[config.mk]
export PLATFORM = sky130hd
export DESIGN_NAME = mem_port_arbiter_flat
export DESIGN_NICKNAME = d
export VERILOG_FILES = /design/src/rtl/mem_port_arbiter_if.sv /design/src/rtl/mem_port_arbiter.sv /design/src/flat_wrapper.sv
export SDC_FILE = /design/constraint.sdc
export NUM_CORES = 1
export LEC_CHECK = 0
export BUFFER_PORTS_ARGS = -buffer_cell sky130_fd_sc_hd__buf_2
export CAP_MARGIN = 20
export CELL_PAD_IN_SITES_DETAIL_PLACEMENT = 1
export CELL_PAD_IN_SITES_GLOBAL_PLACEMENT = 1
export CORE_MARGIN = 1.5
export CORE_UTILIZATION = 32
export DETAILED_ROUTE_END_ITERATION = 10
export GPL_TIMING_DRIVEN = 0
export PLACE_DENSITY_LB_ADDON = 0.1
export SLEW_MARGIN = 20
export SYNTH_ARGS = -nofsm -noshare
export SYNTH_HDL_FRONTEND = slang
export SYNTH_SLANG_ARGS = --single-unit
[constraint.sdc]
create_clock -name clk -period 1.8 [get_ports clk]
set_input_delay 0.27 -clock clk [delete_from_list [all_inputs] [get_ports clk]]
set_output_delay 0.27 -clock clk [all_outputs]
set_load 0.005 [all_outputs]
[src/rtl/mem_port_arbiter_if.sv]
// Memory-side command/response bus of the IF/DM port arbiter.
// master: the arbiter driving commands; slave: the memory answering them.
interface mem_port_arbiter_if #(
   parameter int ADDR_W = 32,
   parameter int DATA_W = 32
);
   logic                  valid;
   logic                  we;
   logic [ADDR_W-1:0]     addr;
   logic [DATA_W-1:0]     wdata;
   logic [DATA_W/8-1:0]   wmask;
   logic [DATA_W-1:0]     rdata;
   logic                  ack;

   modport master (
      output valid, we, addr, wdata, wmask,
      input  rdata, ack
   );

   modport slave (
      input  valid, we, addr, wdata, wmask,
      output rdata, ack
   );
endinterface

[src/rtl/mem_port_arbiter.sv]
// Shares one single-ported, variable-latency memory between the fetch (IF)
// and data-memory (DM) ports of the pipeline. DM wins by default; a
// starvation counter forces an IF grant after STARVE_LIMIT consecutive DM
// grants while IF waits. An in-flight fetch can be squashed on flush.
module mem_port_arbiter #(
   parameter int ADDR_W       = 32,
   parameter int DATA_W       = 32,
   parameter int STARVE_LIMIT = 4
) (
   input  logic                clk,
   input  logic                reset,
   // instruction-fetch port
   input  logic                if_req,
   input  logic [ADDR_W-1:0]   if_addr,
   output logic [DATA_W-1:0]   if_rdata,
   output logic                if_ready,
   input  logic                flush_f,
   // data-memory port
   input  logic                dm_req,
   input  logic                dm_we,
   input  logic [ADDR_W-1:0]   dm_addr,
   input  logic [DATA_W-1:0]   dm_wdata,
   input  logic [DATA_W/8-1:0] dm_wmask,
   output logic [DATA_W-1:0]   dm_rdata,
   output logic                dm_ready,
   // pipeline stalls
   output logic                stall_f,
   output logic                stall_m,
   // shared memory
   mem_port_arbiter_if.master  mem
);

   localparam int CNT_W = $clog2(STARVE_LIMIT + 1);
   localparam logic [CNT_W-1:0] LIMIT = CNT_W'(STARVE_LIMIT);

   typedef enum logic [1:0] {IDLE, BUSY_IF, BUSY_DM, DONE} state_t;

   state_t              state_q, state_d;
   logic                grant_dm, grant_if;
   logic [CNT_W-1:0]    starve_cnt_q;
   logic                squash_q;

   logic                mem_valid_q;
   logic                mem_we_q;
   logic [ADDR_W-1:0]   mem_addr_q;
   logic [DATA_W-1:0]   mem_wdata_q;
   logic [DATA_W/8-1:0] mem_wmask_q;
   logic [DATA_W-1:0]   if_rdata_q, dm_rdata_q;
   logic                if_ready_q, dm_ready_q;

   // Grant decision and next state; grants are only made from IDLE.
   always_comb begin
      // NOTE: every signal gets a default first so no path leaves it unassigned (no latch).
      grant_dm = 1'b0;
      grant_if = 1'b0;
      state_d  = state_q;
      case (state_q)
         IDLE: begin
            grant_dm = dm_req && (!if_req || (starve_cnt_q < LIMIT));
            grant_if = !grant_dm && if_req && !flush_f;
            if (grant_dm)      state_d = BUSY_DM;
            else if (grant_if) state_d = BUSY_IF;
         end
         BUSY_IF, BUSY_DM: begin
            if (mem.ack) state_d = DONE;
         end
         DONE:    state_d = IDLE;
         default: state_d = IDLE;
      endcase
   end

   // State register.
   always_ff @(posedge clk) begin
      // NOTE: sequential state uses non-blocking assignments so all flops update together.
      if (reset) state_q <= IDLE;
      else       state_q <= state_d;
   end

   // Command latch, response capture, starvation counter and squash flag.
   always_ff @(posedge clk) begin
      if (reset) begin
         mem_valid_q  <= 1'b0;
         mem_we_q     <= 1'b0;
         mem_addr_q   <= '0;
         mem_wdata_q  <= '0;
         mem_wmask_q  <= '0;
         if_rdata_q   <= '0;
         dm_rdata_q   <= '0;
         if_ready_q   <= 1'b0;
         dm_ready_q   <= 1'b0;
         starve_cnt_q <= '0;
         squash_q     <= 1'b0;
      end else begin
         // readies are single-cycle pulses unless set below
         if_ready_q <= 1'b0;
         dm_ready_q <= 1'b0;
         case (state_q)
            IDLE: begin
               if (grant_dm) begin
                  mem_valid_q <= 1'b1;
                  mem_we_q    <= dm_we;
                  mem_addr_q  <= dm_addr;
                  mem_wdata_q <= dm_wdata;
                  mem_wmask_q <= dm_wmask;
               end else if (grant_if) begin
                  mem_valid_q <= 1'b1;
                  mem_we_q    <= 1'b0;
                  mem_addr_q  <= if_addr;
                  mem_wmask_q <= '0;
               end
               // a DM grant only counts against IF when IF is really waiting
               if (grant_if || !if_req)
                  starve_cnt_q <= '0;
               else if (grant_dm && !flush_f && (starve_cnt_q != LIMIT))
                  starve_cnt_q <= starve_cnt_q + CNT_W'(1);
            end
            BUSY_IF: begin
               if (flush_f) squash_q <= 1'b1;
               if (mem.ack) begin
                  mem_valid_q <= 1'b0;
                  squash_q    <= 1'b0;
                  // a flush on the ack cycle itself also drops the fetch
                  if (!(squash_q || flush_f)) begin
                     if_rdata_q <= mem.rdata;
                     if_ready_q <= 1'b1;
                  end
               end
            end
            BUSY_DM: begin
               if (mem.ack) begin
                  mem_valid_q <= 1'b0;
                  dm_ready_q  <= 1'b1;
                  if (!mem_we_q) dm_rdata_q <= mem.rdata;
               end
            end
            default: ;
         endcase
      end
   end

   assign mem.valid = mem_valid_q;
   assign mem.we    = mem_we_q;
   assign mem.addr  = mem_addr_q;
   assign mem.wdata = mem_wdata_q;
   assign mem.wmask = mem_wmask_q;

   assign if_rdata  = if_rdata_q;
   assign if_ready  = if_ready_q;
   assign dm_rdata  = dm_rdata_q;
   assign dm_ready  = dm_ready_q;

   assign stall_f   = if_req & ~if_ready_q;
   assign stall_m   = dm_req & ~dm_ready_q;

endmodule

[src/flat_wrapper.sv]
// flat-port wrapper written by rule: the top's interface ports become plain ports
module mem_port_arbiter_flat 
#(
   parameter int ADDR_W       = 32,
   parameter int DATA_W       = 32,
   parameter int STARVE_LIMIT = 4
)
  (clk, reset, if_req, if_addr, if_rdata, if_ready, flush_f, dm_req, dm_we, dm_addr, dm_wdata, dm_wmask, dm_rdata, dm_ready, stall_f, stall_m, mem_valid, mem_we, mem_addr, mem_wdata, mem_wmask, mem_rdata, mem_ack);
  mem_port_arbiter_if #(.ADDR_W(ADDR_W), .DATA_W(DATA_W)) mem_i ();
  input  logic clk;
  input  logic reset;
  input  logic if_req;
  input  logic [ADDR_W-1:0] if_addr;
  output logic [DATA_W-1:0] if_rdata;
  output logic if_ready;
  input  logic flush_f;
  input  logic dm_req;
  input  logic dm_we;
  input  logic [ADDR_W-1:0] dm_addr;
  input  logic [DATA_W-1:0] dm_wdata;
  input  logic [DATA_W/8-1:0] dm_wmask;
  output logic [DATA_W-1:0] dm_rdata;
  output logic dm_ready;
  output logic stall_f;
  output logic stall_m;
  output wire logic [$bits(mem_i.valid)-1:0] mem_valid;
  output wire logic [$bits(mem_i.we)-1:0] mem_we;
  output wire logic [$bits(mem_i.addr)-1:0] mem_addr;
  output wire logic [$bits(mem_i.wdata)-1:0] mem_wdata;
  output wire logic [$bits(mem_i.wmask)-1:0] mem_wmask;
  input wire logic [$bits(mem_i.rdata)-1:0] mem_rdata;
  input wire logic [$bits(mem_i.ack)-1:0] mem_ack;
  assign mem_valid = mem_i.valid;
  assign mem_we = mem_i.we;
  assign mem_addr = mem_i.addr;
  assign mem_wdata = mem_i.wdata;
  assign mem_wmask = mem_i.wmask;
  assign mem_i.rdata = mem_rdata;
  assign mem_i.ack = mem_ack;
  mem_port_arbiter #(.ADDR_W(ADDR_W), .DATA_W(DATA_W), .STARVE_LIMIT(STARVE_LIMIT)) u_core (.clk(clk), .reset(reset), .if_req(if_req), .if_addr(if_addr), .if_rdata(if_rdata), .if_ready(if_ready), .flush_f(flush_f), .dm_req(dm_req), .dm_we(dm_we), .dm_addr(dm_addr), .dm_wdata(dm_wdata), .dm_wmask(dm_wmask), .dm_rdata(dm_rdata), .dm_ready(dm_ready), .stall_f(stall_f), .stall_m(stall_m), .mem(mem_i));
endmodule
# Yosys cells after proc, flatten, opt, wreduce, memory -nomap -nowiden
# Cells that the tools add are included.
# classes
n_addsub	1
order_cmp	1
n_eq_ne	7
mux	22
bitwise	9
n_reduce_logical	27
# op_table
cell	count
$mux 32	2
$mux 1	11
$reduce_and 2->1	5
$reduce_and 3->1	3
$mux 4	2
$reduce_bool 2->1	4
$not 1->1	7
$mux 2	3
$mux 3	2
$ne 3x1->1 const B	2
$pmux 2 s3	1
$logic_and 1x1->1	5
$eq 2x2->1 const B	2
$reduce_or 2->1	2
$add 3x1->3 const B	1
$logic_not 1->1	3
$logic_or 1x1->1	3
$lt 3x3->1 const B	1
$ne 3x3->1 const B	1
$reduce_or 3->1	1
$and 1x1->1	2
$eq 2x1->1 const B	1
$logic_not 2->1	1
$ne 2x1->1 const B	1
$pmux 1 s2	1
# totals
reg_bits	142
output_inout_bits	138
wordCells	79

# Logic depth before layout (Yosys ltp)
# depth
word_depth	10
ltp_mapped	8
depth_no_buf	6

# Least setup slack after synthesis
# Ideal clock, no wire load.
# synth_timing
kind	flip-flop to flip-flop
start	register u_core.state_q[0]
end	register u_core.mem_wdata_q[0], in the netlist u_core.mem.wdata[0]
setup_time_ns	0.070
arrival_ns	1.534
required_ns	1.730
slack_ns	0.195
path_stages_with_launch	9
path_buffers	2
synth_period_minus_slack_ns	1.605
path_cell_list	dfxtp_1 > inv_1 > ha_1 > nand2_1 > a21o_1 > buf_2 > buf_1 > nand2_1 > a21oi_1
# synth_via
elab_chain_cells	3
# synth_rtl
item	line	source
start, declared	mem_port_arbiter.sv:38	state_t state_q, state_d;
start signal, assigned	mem_port_arbiter.sv:76	else state_q <= state_d;
$logic_not 2->1 *	mem_port_arbiter.sv:57, mem_port_arbiter.sv:97	
$mux 1	mem_port_arbiter.sv:57	case (state_q)
$reduce_and 2->1 (no line) *	--	
end signal, assigned	mem_port_arbiter.sv:103	mem_wdata_q <= dm_wdata;
end, declared	mem_port_arbiter.sv:46	logic [DATA_W-1:0] mem_wdata_q;
# Mark *: on every way between the ends. The rest lies on a longest branch, timed or not.
# A chain may end at the register's enable or synchronous reset.

# Worst setup path after layout
# layout_timing
start	register u_core.state_q[0]
end	register u_core.mem_addr_q[27], in the netlist u_core.mem.addr[27]
# layout_via
elab_chain_cells	4
word_cells_on_any_way	6
# layout_rtl
item	line	source
$logic_not 2->1 *	mem_port_arbiter.sv:57, mem_port_arbiter.sv:97	
$mux 1	mem_port_arbiter.sv:57	
$reduce_bool 2->1 (no line)	--	
$reduce_and 2->1 (no line)	--	
end signal, assigned	mem_port_arbiter.sv:102	mem_addr_q <= dm_addr;
end signal, assigned	mem_port_arbiter.sv:108	mem_addr_q <= if_addr;
end, declared	mem_port_arbiter.sv:45	logic [ADDR_W-1:0] mem_addr_q;
# Marked as above.

==> results_dict.tcl <==
set metrics [dict create \
    gp_congestion 0.783 \
    worst_pin_slew_ps 730 \
    yosys.area.top_type "dfxtp_1" \
    path_delay_family "buffers and inverters" \
    grt_pass1_wl_mm 29.1 \
    crit_required_ps 2140 \
    path_buf_inv 3 \
    io_pins 277 \
    netlist_area_um2 5480 \
    cap_viol_max_count 0 \
    ys_top_cells_by_area "dfxtp_1 52%, nand2_1 16%, a21oi_1 11%" \
    period_needed_ps 1680 \
    drc 0 \
    synth_top_area_share_pct 51.9 \
    syn_to_final_growth_pct 43.1 \
    post-place-ws_ps -288 \
    synth_common_cells "230 x nand2_1, 142 x dfxtp_1, 121 x a21oi_1" \
    insertion_delay_ps 420 \
    cp_slowest_cell "dfxtp_2" \
    yosysMostFrequentCell "nand2_1" \
    drv_slew 0 \
    root_buffer "clkbuf_16" \
    worstReg2RegStart "u_core.state_q[0]" \
    final_cell_area_um2 7840 \
    clk_pin_slew_ps 60 \
    fill_cells 2133 \
    dpl_cell_area_um2 7130 \
    ir_drop_mv 0.603 \
    synth_edf_count 0 \
    port_buffers 275 \
    num_vias 5609 \
    rows 47 \
    ctsHtreeMaxLevel 4 \
    whs_ps 80.8 \
    rsz0062_at_grt "true" \
    finalHoldViolCount 0 \
    outcome "completed" \
    worstPathCellList "inv_1 > ha_2 > nand2_2 > a21oi_4 > buf_4 > buf_4 > a21oi_1 > a211oi_2" \
    crit_start "u_core.state_q[0]" \
    yosys_warnings 0 \
    hpwl_mm 14.1 \
    grt_pass1_vias 5608 \
    cts_sinks 142 \
    power.leakage_nw 3.63 \
    yosysSeqAreaShare_pct 51.9 \
    drt-wirelength-per-cell_um 15.6 \
    fin_crit_sh_pct 93.6 \
    async_flop_share_pct 0 \
    post_synth.cell_area_avg_um2 8.18 \
    drtPass1Iterations 4 \
    path_class "register to register" \
    crit_top_cell "buf_4" \
    synthDistinctLibCells 32 \
    cts_buffers 17 \
    setup_violations 0 \
    cp-end-kind "register" \
    setup_slack_ps 116 \
    grt_max_degree 17 \
    finalPower_mw 11.6 \
    drt_iter0_drc 166 \
    drt-vias-per-instance 4.69 \
    nets 1109 \
    core_um2 16600 \
    die_height_um 134 \
    postRouteAntennaNets 0 \
    final_core_util_pct 47.1 \
    grt_overflow 0 \
    grt_use_total_pct 20.7 \
    drive_above_1_share_pct 39.2 \
    slowest_delay_ps 340 \
    syn-num-nets 815 \
    path_max_fanout 10 \
    synthFlopType "dfxtp_1" \
    power.density_nw_per_um2 1480 \
    hold_start "dm_wdata[1]" \
    die_area_um2 17900 \
    finalClockSkew_ps 8.04 \
    ys_ff_latch 142 \
    cts_tree "built" \
    die_w_um 134 \
    maxSlewHeadroom_pct 51.4 \
    synth_cells 670 \
    drt-total-wl_mm 18.7 \
    critPathArrivalTime_ps 2020 \
    cts_buffer_depth 2 \
    hold_path.class "input pin to register" \
    worstSetupStartpointType "register" \
    antenna_found_initial 2 \
    fmax_mhz 594 \
    initial_utilization_pct 32.9 \
]
through the flow:
step           std cells  setup TNS (ps)
2_1_floorplan        670               0
3_3_place_gp        1165          -12320
5_1_grt             1197           -52.7
6_report            1197               0
4_1_cts             1198               0
3_5_place_dp        1165          -15340
worst min-delay path: stages:
cell and delay, ps:
buf_2 100, nand2_1 40, a21oi_1 50
path summary, 6_finish.rpt:
check,endpoint,slack (ps),cells past startpoint
setup / recovery,u_core.mem.addr[27],120,8
hold / removal,u_core.mem.wdata[1],80,3
setup reg to reg,u_core.mem.addr[27],120,8
hold reg to reg,u_core.dm_rdata[31],450,2
flip-flops by register name (all words and copies together), names as in the netlist:
signal / count
u_core.mem.wmask: 4
u_core.mem.addr: 32
u_core.mem.wdata: 32
u_core.state_q: 2
u_core.dm_ready: 1
u_core.squash_q: 1
u_core.starve_cnt_q: 3
u_core.mem.we: 1
u_core.mem.valid: 1
u_core.if_rdata: 32
u_core.if_ready: 1
u_core.dm_rdata: 32
area by class of cell:
class | count | area [um2] | share of cell area (%)
timing repair buffer | 277 | 1390 | 17.7
clock inverter | 10 | 160 | 2.04
clock buffer | 21 | 470 | 6.00
multi-input combinational | 473 | 2400 | 30.5
inverter | 4 | 15.0 | 0.191
sequential | 142 | 2840 | 36.3
antenna | 1 | 2.50 | 0.0319
buffer | 49 | 289 | 3.68
tap | 220 | 275 | 3.51
routing by layer:
| layer | vias to the layer above | track usage (%) | routed length, um |
|---|---|---|---|
| li1 | 2801 | - | - |
| met1 | 2602 | 24.2 | 7940 |
| met2 | 178 | 35.2 | 8870 |
| met3 | 26 | 7.22 | 1570 |
| met4 | 2 | 7.07 | 296 |
| met5 | - | 0 | 14 |
what timing repair did:
action	4_1_cts	5_1_grt
hold buffers	0	0
gates resized for setup	23	15
buffers inserted	2	0
setup endpoints to repair	129	79
gates cloned	0	0
cells by family (layout without fill, tap and decap cells):
family / count (synthesis) / after routing / share of synthesized area (%)
adders and majority gates: 6 / 6 / 1.37
other: 0 / 1 / 0
muxes: 1 / 1 / 0.183
buffers and inverters: 55 / 361 / 4.77
AOI/OAI and AO/OA: 177 / 177 / 21.4
and+or+nand+nor: 289 / 289 / 20.4
DFF: 142 / 142 / 51.9
cell usage in the layout (no fill, tap or decap), drive strengths merged:
| master | count |
|---|---|
| o21ai | 1 |
| clkinv | 4 |
| bufinv | 4 |
| and3 | 1 |
| nor2b | 3 |
| nor3 | 2 |
| a21bo | 2 |
| or3 | 2 |
| clkinvlp | 1 |
| a211oi | 31 |
| mux2i | 1 |
| nand2 | 230 |
| nor2 | 46 |
| a22oi | 7 |
| inv | 5 |
| clkbuf | 46 |
| a21o | 1 |
| buf | 301 |
| diode | 1 |
| a311oi | 2 |
| ha | 6 |
| a21boi | 1 |
| o221a | 1 |
| or2 | 1 |
| nand2b | 3 |
| nor3b | 1 |
| dfxtp | 142 |
| a21oi | 130 |
| a31oi | 1 |
power by group:
| part | switching, mW | internal (mW) | leakage [nW] |
|---|---|---|---|
| registers | 0.273 | 3.71 | 1.16 |
| logic | 2.24 | 1.60 | 2.17 |
| clock network | 1.35 | 2.42 | 0.309 |
Note: power is estimated with default switching activity, not from simulation.
